--- config.mk ---
export PLATFORM = sky130hd
export DESIGN_NAME = seg7_reader
export DESIGN_NICKNAME = d
export VERILOG_FILES = /design/src/rtl/seg7_pkg.sv /design/src/rtl/seg7tobcd.sv /design/src/rtl/seg7_reader.sv
export SDC_FILE = /design/constraint.sdc
export NUM_CORES = 1
export LEC_CHECK = 0
export CAP_MARGIN = 10
export CORE_AREA = 3 3 60 118
export CTS_CLUSTER_SIZE = 25
export DETAILED_ROUTE_END_ITERATION = 10
export DIE_AREA = 0 0 63 121
export GPL_TIMING_DRIVEN = 0
export PLACE_DENSITY = 0.84
export RECOVER_POWER = 50
export SETUP_SLACK_MARGIN = 0.3
export SLEW_MARGIN = 25
export SYNTH_ARGS = -nofsm -noshare
export SYNTH_HDL_FRONTEND = slang
export SYNTH_HIERARCHICAL = 1
export SYNTH_SLANG_ARGS = --single-unit
--- constraint.sdc ---
create_clock -name clk -period 5.3 [get_ports clk]
set_clock_uncertainty 0.1 [all_clocks]
set_input_delay 0.795 -clock clk [delete_from_list [all_inputs] [get_ports clk]]
set_output_delay 0.795 -clock clk [all_outputs]
set_load 0.1 [all_outputs]
--- src/rtl/seg7_pkg.sv ---
// Shared 7-segment constants and types for the segment-bus reader.
// Segment patterns are active-low, bit0=a .. bit6=g.
package seg7_pkg;

  localparam logic [6:0] SEG_0     = 7'h40;
  localparam logic [6:0] SEG_1     = 7'h79;
  localparam logic [6:0] SEG_2     = 7'h24;
  localparam logic [6:0] SEG_3     = 7'h30;
  localparam logic [6:0] SEG_4     = 7'h19;
  localparam logic [6:0] SEG_5     = 7'h12;
  localparam logic [6:0] SEG_6     = 7'h02;
  localparam logic [6:0] SEG_7     = 7'h78;
  localparam logic [6:0] SEG_8     = 7'h00;
  localparam logic [6:0] SEG_9     = 7'h10;
  localparam logic [6:0] SEG_BLANK = 7'h7F;

  localparam logic [3:0] BLANK_CODE = 4'hF;
  localparam logic [3:0] ERR_CODE   = 4'hE;

  typedef enum logic [1:0] {
    ST_WAIT  = 2'd0,
    ST_COUNT = 2'd1,
    ST_HOLD  = 2'd2
  } stab_state_e;

  typedef struct packed {
    logic [3:0] code;
    logic       err;
  } digit_t;

endpackage

--- src/rtl/seg7tobcd.sv ---
// Combinational 7-segment to BCD decoder; blank maps to BLANK_CODE,
// anything unrecognised maps to ERR_CODE with err set.
module seg7tobcd
  import seg7_pkg::*;
(
  input  logic [6:0] seg,
  output logic [3:0] code,
  output logic       err
);

  always_comb begin
    code = ERR_CODE;
    err  = 1'b1;
    unique case (seg)
      SEG_0:     begin code = 4'd0;       err = 1'b0; end
      SEG_1:     begin code = 4'd1;       err = 1'b0; end
      SEG_2:     begin code = 4'd2;       err = 1'b0; end
      SEG_3:     begin code = 4'd3;       err = 1'b0; end
      SEG_4:     begin code = 4'd4;       err = 1'b0; end
      SEG_5:     begin code = 4'd5;       err = 1'b0; end
      SEG_6:     begin code = 4'd6;       err = 1'b0; end
      SEG_7:     begin code = 4'd7;       err = 1'b0; end
      SEG_8:     begin code = 4'd8;       err = 1'b0; end
      SEG_9:     begin code = 4'd9;       err = 1'b0; end
      SEG_BLANK: begin code = BLANK_CODE; err = 1'b0; end
      default:   begin code = ERR_CODE;   err = 1'b1; end
    endcase
  end

endmodule

--- src/rtl/seg7_reader.sv ---
// Reads a multiplexed 7-segment display bus: synchronizes, waits for each
// digit strobe to settle, decodes it and publishes a frame once all digits are seen.
module seg7_reader
  import seg7_pkg::*;
#(
  parameter int NDIG          = 4,
  parameter int STABLE_CYCLES = 4
) (
  input  logic              clk,
  input  logic              rst_n,
  input  logic [6:0]        seg,
  input  logic [NDIG-1:0]   dig_sel,
  output logic [4*NDIG-1:0] bcd,
  output logic              frame_valid,
  output logic              frame_err,
  output logic [NDIG-1:0]   digit_err
);

  localparam int              WW        = NDIG + 7;
  localparam logic [WW-1:0]   IDLE_WORD = {{NDIG{1'b0}}, SEG_BLANK};
  localparam logic [7:0]      CNT_LAST  = 8'(STABLE_CYCLES - 1);

  logic [WW-1:0]             sync1_q, sync2_q;
  stab_state_e               state_q, state_d;
  logic [7:0]                cnt_q, cnt_d;
  logic [NDIG-1:0]           seen_q, seen_d;
  digit_t [NDIG-1:0]         pend_q, pend_d;
  logic [NDIG-1:0][3:0]      bcd_q, bcd_d;
  logic [NDIG-1:0]           digit_err_q, digit_err_d;
  logic                      frame_valid_q, frame_valid_d;
  logic                      frame_err_q, frame_err_d;

  logic [NDIG-1:0] sel_s;
  logic [6:0]      seg_s;
  logic            chg, cap, cap_ok, frame_done;
  logic [3:0]      dec_code;
  logic            dec_err;

  assign sel_s = sync2_q[WW-1:7];
  assign seg_s = sync2_q[6:0];

  // Change is seen one stage ahead (at the edge that loads the new word into
  // the second flop) so the capture edge falls exactly STABLE_CYCLES later.
  assign chg        = (sync1_q != sync2_q);
  assign cap_ok     = cap && $onehot(sel_s);
  assign frame_done = &seen_q;

  seg7tobcd u_dec (
    .seg  (seg_s),
    .code (dec_code),
    .err  (dec_err)
  );

  always_comb begin
    state_d = state_q;
    cnt_d   = cnt_q;
    cap     = 1'b0;
    unique case (state_q)
      ST_WAIT: begin
        if (chg) begin
          state_d = ST_COUNT;
          cnt_d   = '0;
        end
      end
      ST_COUNT: begin
        if (chg) begin
          state_d = ST_WAIT;
        end else if (cnt_q == CNT_LAST) begin
          state_d = ST_HOLD;
          cap     = 1'b1;
        end else begin
          cnt_d = cnt_q + 8'd1;
        end
      end
      ST_HOLD: begin
        if (chg) begin
          state_d = ST_COUNT;
          cnt_d   = '0;
        end
      end
      default: state_d = ST_WAIT;
    endcase
  end

  always_comb begin
    pend_d = pend_q;
    seen_d = seen_q;
    if (frame_done) begin
      seen_d = '0;
      for (int i = 0; i < NDIG; i++) pend_d[i].err = 1'b0;
    end
    // A capture on the publishing edge starts the next frame rather than being lost.
    if (cap_ok) begin
      for (int i = 0; i < NDIG; i++) begin
        if (sel_s[i]) begin
          pend_d[i].code = dec_code;
          pend_d[i].err  = dec_err;
          seen_d[i]      = 1'b1;
        end
      end
    end
  end

  always_comb begin
    bcd_d         = bcd_q;
    digit_err_d   = digit_err_q;
    frame_valid_d = frame_done;
    frame_err_d   = 1'b0;
    if (frame_done) begin
      for (int i = 0; i < NDIG; i++) begin
        bcd_d[i]       = pend_q[i].code;
        digit_err_d[i] = pend_q[i].err;
      end
      frame_err_d = |digit_err_d;
    end
  end

  always_ff @(posedge clk or negedge rst_n) begin
    if (!rst_n) begin
      sync1_q       <= IDLE_WORD;
      sync2_q       <= IDLE_WORD;
      state_q       <= ST_WAIT;
      cnt_q         <= '0;
      seen_q        <= '0;
      pend_q        <= '0;
      bcd_q         <= {NDIG{BLANK_CODE}};
      digit_err_q   <= '0;
      frame_valid_q <= 1'b0;
      frame_err_q   <= 1'b0;
    end else begin
      sync1_q       <= {dig_sel, seg};
      sync2_q       <= sync1_q;
      state_q       <= state_d;
      cnt_q         <= cnt_d;
      seen_q        <= seen_d;
      pend_q        <= pend_d;
      bcd_q         <= bcd_d;
      digit_err_q   <= digit_err_d;
      frame_valid_q <= frame_valid_d;
      frame_err_q   <= frame_err_d;
    end
  end

  assign bcd         = bcd_q;
  assign digit_err   = digit_err_q;
  assign frame_valid = frame_valid_q;
  assign frame_err   = frame_err_q;

endmodule

======== Word-level counts from Yosys, hierarchy flattened ========
Index checks and enable logic that the tools add are counted.
word-level totals
  flip-flop bits (word level) ............. 78
  input port bits ......................... 13
  output and inout bits ................... 22
  logic and storage cells ................. 86
operators by class
  add/subtract/negate cells ............... 4
  eq/ne operators ......................... 19
  mux-type cells .......................... 29
  reductions and logical operators ........ 14
operators by type and width
  kind                                                             number
  4-bit case mux with 11 select lines                              1
  7-bit == test, second input constant                             4
  8-bit 2-to-1 mux                                                 3
  7-bit by 5-bit == test with 1-bit output, second input constant  3
  16-bit 2-to-1 mux                                                1
  8-bit case mux with 2 select lines                               1
  5-bit 2-to-1 mux                                                 3
  7-bit by 6-bit == test with 1-bit output, second input constant  2
  1-bit 2-to-1 mux                                                 14
  11-bit inequality test                                           1
  11-bit OR reduction                                              1
  2-bit AND reduction                                              5
  8-bit by 1-bit adder with 8-bit output, second input constant    1
  8-bit by 2-bit == test with 1-bit output, second input constant  1
  4-bit 2-to-1 mux                                                 2
  4-bit AND reduction                                              2
  7-bit by 2-bit == test with 1-bit output, second input constant  1
  7-bit zero test                                                  1
  2-bit 2-to-1 mux                                                 3
  1-bit by 1-bit adder with 2-bit output                           2
  2-bit inequality test, second input constant                     2
  2-bit case mux with 2 select lines                               1
  4-bit OR reduction                                               1
  2-bit by 2-bit adder with 3-bit output                           1
  9 further kinds                                                  9

======== Longest topological paths before layout ========
  word-level depth ........................ 6
  gate-level depth with buffers ........... 8
  depth with buffers taken out ............ 8

======== Hierarchy ========
The synthesis kept the hierarchy.
by module, submodules not included
  module       times used  cells each  area each (µm²)  sequential area each (µm²)
  seg7_reader  1           269         3120.5           1989.4
  seg7tobcd    1           37          246.5            0.0

======== Worst setup path after synthesis ========
OpenSTA, ideal clock, no wires.
  path kind ............................... register -> register
  start point ............................. reg sync2_q[7]
  end point ............................... reg pend_q[11] in the netlist's numbering
  library setup time ...................... 0.125 ns
  arrival time ............................ 2.435 ns
  data required time ...................... 5.075 ns
  slack ................................... 2.641 ns
  cell stages (with the launch flop) ...... 9
  buffers on the path ..................... 0
  period minus slack after synthesis ...... 2.659 ns
  cells stage by stage .................... dfrtp_1 inv_1 fa_1 inv_1 ha_1 ha_1 nor3b_1 nand4_1 mux2_2
on the way
  cells in the longest elaborated chain, start to end .. 5
  elaborated cells on any way between the ends .. 8
  classes of those cells .................. add/sub (2); eq/ne (2); mux (2); reduce/logical (2)
RTL lines
  what                                                                                                           line                                  RTL
  start, declared                                                                                                seg7_reader.sv:23                     logic [WW-1:0] sync1_q, sync2_q;
  start signal, assigned                                                                                         seg7_reader.sv:132                    sync2_q <= sync1_q;
  1-bit by 1-bit adder with 2-bit output (implied by the code) / 11-bit inequality test (equally long branches)  seg7_reader.sv:45, seg7_reader.sv:44
  2-bit by 2-bit adder with 3-bit output (implied by the code) / 1-bit 2-to-1 mux (equally long branches)        seg7_reader.sv:45, seg7_reader.sv:66
  3-bit by 1-bit == test with 1-bit output / 1-bit 2-to-1 mux (equally long branches)                            seg7_reader.sv:45, seg7_reader.sv:58
  1-bit logical AND (*)                                                                                          seg7_reader.sv:45                     assign cap_ok = cap && $onehot(sel_s);
  2-bit AND reduction (no source line) (*)                                                                       --
  end signal, assigned                                                                                           seg7_reader.sv:136                    pend_q <= pend_d;
  end, declared                                                                                                  seg7_reader.sv:27                     digit_t [NDIG-1:0] pend_q, pend_d;
Every way passes the cells marked *; elsewhere a longest branch is shown, timed or not.
A chain may end at the register's enable or synchronous reset.

======== Final worst setup path ========
  start point ............................. reg sync2_q[7]
  end point ............................... reg pend_q[6] in the netlist's numbering
Same word-level chain as after synthesis.

==> flow_summary.rst <==
.. list-table::
   :header-rows: 1

   * - Metric
     - Value
   * - Run status
     - finished clean
   * - Area of the multi-input gates
     - 1286 um^2
   * - Fill cell count
     - 491
   * - Worst Path Max Fanout
     - 6
   * - Placer congestion estimate
     - 0.7790
   * - IO Port Bufs
     - 34
   * - Core Rows
     - 41
   * - Maximum number of pins on one net before global-route repair
     - a little under 60
   * - Global router's overall resource usage
     - 19.38%
   * - Portion of synthesized cell area occupied by the leading cell type
     - 35.67%
   * - Width of the chip
     - 63 um
   * - Largest area contributor in the netlist
     - dfrtp_1
   * - Setup TNS Final
     - 0 ns
   * - Overall via count from detail_route
     - 2435
   * - Root Buffer
     - clkbuf_16
   * - Mean post-synth cell area
     - 11.00 um^2
   * - H-tree depth
     - 3
   * - Proportion of synthesized flip-flops having asynchronous set or reset
     - between 90% and 100%
   * - Die outline area
     - 7623 um^2
   * - Period Utilization, post-route
     - about three fifths
   * - Portion of the post-synthesis area used by sequential elements
     - around 59%
   * - RSZ-0062 raised after global routing
     - no
   * - Areal power density over the cells
     - 305.0 nW/um^2
   * - Instance area at placement
     - approximately 3800 um^2
   * - Crit Path Class
     - reg -> reg
   * - Worst r2r src
     - sync2_q[7]
   * - Core ar.
     - 6310 um^2
   * - Class of the most critical hold timing path
     - reg -> reg
   * - Number of hold-repair buffers added at the cts stage
     - 0
   * - Drt initial violations
     - between 80 and 90
   * - Mapped Nets
     - 323
   * - Element type at the critical path end
     - register
   * - TritonCTS Buffers
     - 9
   * - Leakage dissipation
     - 1.916 nW
   * - Number of synthesized flops with an enable pin
     - 0
   * - Total power after layout
     - 1.256 mW
   * - Number of hold violations in the final report
     - 0
   * - Detailed-route DRC error count
     - 0
   * - Warning count from the yosys run
     - 6
   * - Clock transition at the register clock pins on the worst setup and hold paths after CTS
     - roughly 0.060 ns
   * - Layout-stage area growth over the synthesis result
     - 22.33%
   * - Minimum setup slack among reg-to-reg paths
     - 2.20 ns
   * - Post-route design area
     - roughly 4000 um^2
   * - Post-synth design cell area
     - around 3400 um^2
   * - Routed wire length
     - 6.885 mm
   * - TritonCTS Sinks
     - 78
   * - Launch point of the worst hold path
     - sync1_q[6]
   * - Clock tree from TritonCTS
     - built
   * - Worst Hold Depth
     - 0
   * - Count of cells resized by post-cts repair
     - 0
   * - Most used flip-flop cell after synthesis
     - dfrtp_1
   * - Reg2Reg Depth
     - 8
   * - Storage element area
     - 1989 um^2
   * - Antenna diode instance count
     - 0
   * - Fraction of layout instances using a drive strength above 1
     - 18.77%
   * - Max-cap violation count
     - 0
   * - Die extent in y
     - 121 um
   * - Type of origin of the critical path
     - register
   * - Arr. time, crit path
     - 3.21 ns
   * - Reg-to-reg endpoint
     - pend_q[6]
   * - Bufs on Longest Clock Path
     - 2
   * - Io pins
     - 35
   * - WP data required
     - 5.41 ns
   * - Netlist cell types
     - 44
   * - Initial antenna violation count
     - 0
   * - Global-route wire length before repair
     - 11.43 mm
   * - Worst slew margin relative to its limit
     - ~18%
   * - Pins Over Slew Limit
     - 0
   * - Via count of the first global-routing pass
     - 2465
   * - Count of TritonRoute iterations in the first routing pass
     - 4
   * - Worst-case hold path end point
     - sync2_q[6]
   * - Largest vdd supply drop
     - between 0.2 and 0.25 mV
   * - Worst-Margin Slew
     - 1.233 ns
   * - Antenna-violating nets left
     - 0
   * - Final net count
     - 369
   * - Biggest area contributors in the synthesized netlist
     - dfrtp_1 (36%), dfstp_2 (23%), nand2_1 (9.0%)
   * - Half-perimeter wire length of the detailed placement result
     - about 4.7 mm
   * - Highest Clock Rate
     - 0.3222 GHz
   * - Remaining Overflow, GRT
     - 0
   * - Number of buffers added for setup after CTS
     - 0
   * - Effective utilization at floorplan
     - 53.36%
   * - Vias per cell
     - approximately 5.5
   * - Cells after Synth
     - 306
   * - Clock network latency to the later pin of the worst-skew pair
     - 0.33 ns
   * - Average wire per standard cell
     - 15.54 um
   * - Post-layout minimum cycle time
     - 3.104 ns
   * - Synth Register Bits
     - 78
   * - Final Setup Violations
     - 0
==> cells by family after synthesis <==
family	share of synthesized area [%]
adders and majority gates	1.710
DFF	59.09
buffers and inverters	2.713
and+or+nand+nor	20.22
xor gates and xnor gates	3.121
muxes	6.875
AOI/OAI and AO/OA	6.280
==> cell type report <==
| type | count | share of cell area, % |
|---|---|---|
| Clock buffer | 11 | 5.650 |
| Sequential cell | 78 | 48.30 |
| Inverter | 10 | 0.9113 |
| Clock inverter | 5 | 1.215 |
| Timing Repair Buffer | 35 | 8.779 |
| Buffer | 11 | 1.306 |
| Multi-Input combinational cell | 207 | 31.23 |
| Tap cell | 86 | 2.612 |
==> worst max-delay path by stage <==
stage	from	end	slack [ns]	cells past startpoint
after floorplan	sync2_q[7]	pend_q[11]	2.64	8
after global placement	rst_n	cnt_q[3]	0.89	1
after detailed placement	sync2_q[7]	pend_q[6]	2.24	8
after CTS	sync2_q[7]	pend_q[6]	2.21	8
after global routing	sync2_q[7]	pend_q[6]	2.08	8
final	sync2_q[7]	pend_q[6]	2.20	8
==> state kept, by name, summed over array words and instances, names as in the netlist <==
register,cells
state_q,2
seen_q,4
frame_valid,1
frame_err,1
sync2_q,11
sync1_q,11
bcd,16
digit_err,4
pend_q,20
cnt_q,8
==> cell usage in the layout, fill, tap and decap left out, types with 3 or more instances in the layout <==
cell type	n
nor4_1	4
dfrtp_1	48
nand3_1	8
clkdlybuf4s50_1	22
mux2i_1	4
dfstp_2	23
dfstp_1	7
a21oi_1	7
xnor2_1	12
nor3_1	7
clkbuf_16	9
nor3b_1	4
dlygate4sd3_1	11
nand2_1	81
mux2_2	17
nor2_1	10
clkbuf_1	10
ha_1	3
nand4_1	7
inv_1	10
o211ai_1	4
buf_4	3
clkinv_2	4
o21ai_0	6
and3_1	3
==> per-layer routing <==
| metal | global-route usage (%) | share of wire, % |
|---|---|---|
| met3 | 2.780 | 3.2 |
| met1 | 21.50 | 38 |
| met5 | 0 | 0 |
| met2 | 34.88 | 56 |
| met4 | 10.79 | 2.5 |
==> worst max-delay path, stage by stage, from the launching register on <==
cell and delay [ns]:
dfrtp_1 0.43, inv_1 0.10, fa_1 0.54, inv_1 0.04, ha_1 0.17, ha_1 0.27, nor3b_1 0.46, nand4_1 0.46
mux2_2 0.42
==> power by group <==
part           internal [mW]  total, mW  switching [mW]
registers              0.609      0.620          0.0109
logic                 0.0233     0.0560          0.0326
clock network          0.361      0.580           0.219
==> cells in the mapped netlist (2+ instances only) <==
library cell / count
nor4_1: 4
nand4_2: 2
nand3_1: 8
inv_1: 10
and4b_1: 2
a22oi_1: 2
o21ai_1: 2
xnor2_1: 12
dfrtp_1: 48
nand2_1: 81
a21oi_1: 7
nor3_1: 7
nor3b_1: 4
o21ai_0: 6
clkbuf_1: 7
nor2_1: 10
buf_4: 3
o211ai_1: 4
and3_1: 3
nor2b_1: 2
o2bb2ai_1: 2
nand4b_1: 2
mux2_2: 17
nand4_1: 7
ha_1: 3
mux2i_1: 4
dfstp_2: 30
==> per-stage QoR <==
| stage | worst slack, ns | std cells | hold slack, ns | utilization [%] |
|---|---|---|---|---|
| after global placement | 0.8920 | 426 | 0.2631 | 60.46 |
| after CTS | 2.210 | 443 | 0.2561 | 65.34 |
| after floorplan | 2.641 | 306 | 0.2607 | - |
| after detailed placement | 2.240 | 427 | 0.2648 | 60.86 |
| final | 2.196 | 443 | 0.2793 | 65.28 |
| after global routing | 2.078 | 443 | 0.2865 | 65.28 |
Note: power is estimated with default switching activity, not from simulation.
